`config.mk`:
```
export PLATFORM = sky130hd
export DESIGN_NAME = ov7670_capture
export DESIGN_NICKNAME = d
export VERILOG_FILES = /design/src/rtl/ov7670_pkg.sv /design/src/rtl/ov7670_byte_packer.sv /design/src/rtl/ov7670_capture.sv
export SDC_FILE = /design/constraint.sdc
export NUM_CORES = 1
export LEC_CHECK = 0
export CORE_UTILIZATION = 50
export DETAILED_ROUTE_END_ITERATION = 6
export PLACE_DENSITY = 0.85
export SLEW_MARGIN = 15
export SYNTH_ARGS = -nofsm -noshare
export SYNTH_HDL_FRONTEND = slang
export SYNTH_SLANG_ARGS = --single-unit
```
`constraint.sdc`:
```
create_clock -name pclk -period 2 [get_ports pclk]
set_input_delay 0.2 -clock pclk [delete_from_list [all_inputs] [get_ports pclk]]
set_output_delay 0.2 -clock pclk [all_outputs]
set_load 0.005 [all_outputs]
```
`src/rtl/ov7670_pkg.sv`:
```
// Shared constants and state encoding for the OV7670 capture path.
package ov7670_pkg;

    localparam int unsigned H_RES_DEF    = 640;
    localparam int unsigned V_RES_DEF    = 480;
    localparam int unsigned FRAME_PIXELS = H_RES_DEF * V_RES_DEF;
    localparam int unsigned ADDR_W       = 19;
    localparam int unsigned PIX_W        = 12;

    typedef enum logic [1:0] {
        IDLE,
        SYNC,
        CAPTURE,
        SKIP
    } cap_state_t;

endpackage

```
`src/rtl/ov7670_byte_packer.sv`:
```
// Pairs registered camera bytes into RGB444 pixels and flags lines ending mid-pixel.
module ov7670_byte_packer
    import ov7670_pkg::*;
(
    input  logic             pclk,
    input  logic             reset_n,
    input  logic             en,
    input  logic             href_q,
    input  logic [7:0]       d_q,
    output logic             pix_valid,
    output logic [PIX_W-1:0] pix_data,
    output logic             odd_err
);

    logic       phase;
    logic [3:0] hi;
    logic       href_prev;

    assign pix_valid = en & href_q & phase;
    assign pix_data  = {hi, d_q};
    assign odd_err   = en & href_prev & ~href_q & phase;

    always_ff @(posedge pclk or negedge reset_n) begin
        if (!reset_n) begin
            phase     <= 1'b0;
            hi        <= '0;
            href_prev <= 1'b0;
        end else begin
            href_prev <= href_q;
            if (!en) begin
                phase <= 1'b0;
            end else if (href_q) begin
                if (!phase)
                    hi <= d_q[3:0];
                phase <= ~phase;
            end else begin
                // href gap drops any half-assembled pixel
                phase <= 1'b0;
            end
        end
    end

endmodule

```
`src/rtl/ov7670_capture.sv`:
```
// Camera-domain frame writer: syncs to vsync, packs bytes, emits linear write strobes.
module ov7670_capture
    import ov7670_pkg::*;
#(
    parameter int unsigned H_RES = H_RES_DEF,
    parameter int unsigned V_RES = V_RES_DEF
) (
    input  logic              pclk,
    input  logic              reset_n,
    input  logic              cam_vsync,
    input  logic              cam_href,
    input  logic [7:0]        cam_d,
    input  logic              capture_en,
    output logic [ADDR_W-1:0] frame_addr,
    output logic [PIX_W-1:0]  frame_pixel,
    output logic              frame_we,
    output logic              frame_done,
    output logic              frame_err
);

    localparam logic [ADDR_W-1:0] FRAME_PIX = ADDR_W'(H_RES * V_RES);

    logic              vs_q, vs_prev, href_q;
    logic [7:0]        d_q;
    cap_state_t        state;
    logic [ADDR_W-1:0] wr_addr;
    logic              err_flag;
    logic              vs_rise, vs_fall;
    logic              pack_en, pix_valid, odd_err;
    logic [PIX_W-1:0]  pix_data;

    assign vs_rise = vs_q & ~vs_prev;
    assign vs_fall = ~vs_q & vs_prev;
    // vsync rising wins over a pixel completing in the same cycle
    assign pack_en = (state == CAPTURE) && !vs_rise;

    always_ff @(posedge pclk or negedge reset_n) begin
        if (!reset_n) begin
            vs_q    <= 1'b0;
            vs_prev <= 1'b0;
            href_q  <= 1'b0;
            d_q     <= '0;
        end else begin
            vs_q    <= cam_vsync;
            vs_prev <= vs_q;
            href_q  <= cam_href;
            d_q     <= cam_d;
        end
    end

    ov7670_byte_packer u_packer (
        .pclk      (pclk),
        .reset_n   (reset_n),
        .en        (pack_en),
        .href_q    (href_q),
        .d_q       (d_q),
        .pix_valid (pix_valid),
        .pix_data  (pix_data),
        .odd_err   (odd_err)
    );

    always_ff @(posedge pclk or negedge reset_n) begin
        if (!reset_n) begin
            state       <= IDLE;
            wr_addr     <= '0;
            err_flag    <= 1'b0;
            frame_addr  <= '0;
            frame_pixel <= '0;
            frame_we    <= 1'b0;
            frame_done  <= 1'b0;
            frame_err   <= 1'b0;
        end else begin
            frame_we   <= 1'b0;
            frame_done <= 1'b0;
            frame_err  <= 1'b0;
            unique case (state)
                IDLE: begin
                    if (vs_q)
                        state <= SYNC;
                end
                SYNC: begin
                    wr_addr  <= '0;
                    err_flag <= 1'b0;
                    if (vs_fall)
                        state <= capture_en ? CAPTURE : SKIP;
                end
                CAPTURE: begin
                    if (vs_rise) begin
                        frame_done <= 1'b1;
                        frame_err  <= err_flag | (wr_addr != FRAME_PIX);
                        state      <= SYNC;
                    end else begin
                        if (pix_valid) begin
                            if (wr_addr < FRAME_PIX) begin
                                frame_we    <= 1'b1;
                                frame_addr  <= wr_addr;
                                frame_pixel <= pix_data;
                                wr_addr     <= wr_addr + ADDR_W'(1);
                            end else begin
                                err_flag <= 1'b1;
                            end
                        end
                        if (odd_err)
                            err_flag <= 1'b1;
                    end
                end
                SKIP: begin
                    if (vs_rise)
                        state <= SYNC;
                end
                default: state <= IDLE;
            endcase
        end
    end

endmodule
```
==> summary.md <==
| Metric | Value |
|---|---|
| HP Class | in -> reg |
| Sequential element share of the synthesized area | 0.6038 |
| Mapped Area | 3025 um2 |
| Peak supply drop | 0.5040 mV |
| Starting Density | 0.5331 |
| Setup Viol. Count Final | 0 |
| CTS tree | built |
| DR vias | 2387 |
| Worst Path Max Fanout | 13 |
| Net count after synthesis | 324 |
| Yosys Warn Count | 0 |
| Minimum clock period | 1.951 ns |
| Remaining antenna violation count | 0 |
| Fin util | 0.6695 |
| Worst Path Required | 2.25 ns |
| Power Density | 739.8 nW/um2 |
| Iteration-0 DRC Markers | 204 |
| Final Non-Filler Cells | 444 |
| Total Negative Setup Slacks | 0 ns |
| Asr flop ratio synth | 1.000 |
| Post-Route WL | 6403 um |
| H-tree levels | 3 |
| Tot GR Track Use | 0.2252 |
| # Post-CTS Setup Buffers | 0 |
| Grt ovf | 0 |
| Die Ht | 79.79 um |
| Num CTS Buffers | 9 |
| Reg2reg start | state[0]$_DFFE_PN0P_ |
| Post-Synthesis Mean Instance Area | 9.791 um2 |
| Critical Path Sink Type | register |
| Io pins | 47 |
| Max Cap Viol | 0 |
| Synth Flop Type | dfrtp_1 |
| CTS Sinks | 73 |
| Syn Inst Count | 309 |
| Via density | 5.376 |
| Least-Margin Pin Slew | 0.4435 ns |
| CP Launch Type | register |
| FMAX | 0.5124 GHz |
| Clock transition at path regs | 0.07 ns |
| Run status | complete, no violations |
| Final WS setup | 0.04856 ns |
| Post-synth EDFFs | 0 |
| Antenna violations before repair | 0 |
| Placed Cells | 429 |
| Final layout net count | 384 |
| Diode count | 0 |
| Critical path origin | state[0]$_DFFE_PN0P_ |
| WS Path Type | reg -> reg |
| DRC viols | 0 |
| Finished Cell Area | 3800 um2 |
| I/O Buffers | 46 |
| CTS Root Cell | clkbuf_8 |
| Post-synth top cells | 102 x nand2_1, 73 x dfrtp_1, 20 x o21ai_0, 11 x nand3_1 |
| Clock Latency Late Sink | 0.35 ns |
| Synth cell types | 37 |
| Rows | 27 |
| Area of the core | 5675 um2 |
| Arrival time worst endpoint | 2.20 ns |
| Place WS | 0.1077 ns |
| Clock skew | 0.007955 ns |
| Fin crit share | 0.9757 |
| Biggest area consumer among synthesized cells | dfrtp_1 |
| Relative slew slack | 0.7021 |
| Final Hold Vio Count | 0 |
| Largest net degree at the start of global routing | 58 |
| Most instantiated library cell after synthesis | nand2_1 |
| Slew Limit Fails | 0 |
| Post-synth top area share | 0.6038 |
| DRT Pass-1 Iters | 4 |
| Post-place instance area | 3612 um2 |
| Ranking of synthesized cells by area | dfrtp_1 60%, nand2_1 13%, o21ai_0 3.3% |
| Die area | 6366 um2 |
| Avg WL per Cell | 14.42 um |
| Yosys reg bits | 73 |
| Hpwl dp | 4304 um |
| Pwr Total | 2.811 mW |
| Die outline width | 79.79 um |
| Share of cells above drive strength 1 | 0.1075 |
| Vias in the first global route | 2306 |
| Gpl congestion | 0.8655 |
| First-pass GRT wire length | 10700 um |
| Area grow syn2layout | 25.60% |
| CTS max path bufs | 2 |
| Hold Crit Start | cam_d[2] |
| Leakage power | 1.816 nW |
| Hold_ws | 0.2778 ns |
[critical path: stages (launching register included)]
cell      delay, ns
dfrtp_1        0.41
nand2b_4       0.17
or3_1          0.37
buf_4          0.18
o21a_1         0.33
a21o_1         0.22
a21o_1         0.17
[what timing repair did]
| action | CTS | global route |
|---|---|---|
| hold endpoints to repair | 16 | 0 |
| setup endpoints to repair | 0 | 15 |
| resized for setup | 0 | 2 |
| hold buffers | 1 | 0 |
[per-layer routing]
metal | vias to the layer above | wire, um | global-route usage
met5 | - | 0 | 0
met4 | 0 | 115 | 0.08571
met3 | 14 | 328 | 0.06629
met2 | 69 | 3135 | 0.3632
met1 | 1150 | 2824 | 0.2867
li1 | 1154 | - | -
[where the power goes]
part,internal (mW),total (mW),switching (mW)
Clock,0.499,1.02,0.517
Sequential,1.54,1.59,0.0441
Combinational,0.105,0.206,0.101
[worst paths after layout]
| check | slack, ns | end | cells past startpoint |
|---|---|---|---|
| worst max-delay path | 0.05 | wr_addr[12]$_DFFE_PN0P_ | 6 |
| worst min-delay path | 0.28 | d_q[2]$_DFF_PN0_ | 1 |
| worst max register to register | 0.05 | wr_addr[12]$_DFFE_PN0P_ | 6 |
| worst min register to register | 0.45 | frame_pixel[5]$_DFFE_PN0P_ | 2 |
| max in group asynchronous | 1.07 | frame_pixel[1]$_DFFE_PN0P_ | 3 |
| min in group asynchronous | 0.30 | state[1]$_DFFE_PN0P_ | 2 |
[layout by cell type, fill, tap and decap left out, types with 3 or more instances in the layout]
cell	instances
a21oi_1	9
mux2_2	4
nor3_1	9
nor2_1	7
nand2_1	102
or3_1	5
a31oi_1	3
buf_4	16
nand3_1	11
dfrtp_1	73
o21ai_0	20
a21o_1	5
nand4_1	3
o21ai_1	7
clkdlybuf4s50_1	45
inv_1	8
nor4_1	3
clkbuf_8	11
[sequential cells by signal (all words and copies together), names as in the netlist]
register            flops
frame_we                1
frame_pixel            12
u_packer.href_prev      1
err_flag                1
vs_prev                 1
frame_done              1
d_q                     8
u_packer.phase          1
href_q                  1
state                   2
wr_addr                19
u_packer.hi             4
frame_addr             19
frame_err               1
vs_q                    1
[area by class of cell]
type / instances / area, um2
Clock buffer: 11 / 151.4
Clock inverter: 3 / 17.52
Fill cell: 464 / 1876
Inverter: 9 / 38.79
Multi-Input combinational cell: 212 / 1070
Sequential cell: 73 / 1827
Tap cell: 72 / 90.09
Timing Repair Buffer: 64 / 605.6
[logic make-up (layout without fill, tap and decap cells)]
kind of cell | after synthesis | after routing | share of synthesized area
compound gates | 53 | 53 | 0.1022
simple gates | 151 | 151 | 0.2188
fa+ha+maj | 2 | 2 | 0.008270
buf+inv | 24 | 87 | 0.04549
flops | 73 | 73 | 0.6038
mux | 6 | 6 | 0.02150
Note: power is estimated with default switching activity, not from simulation.
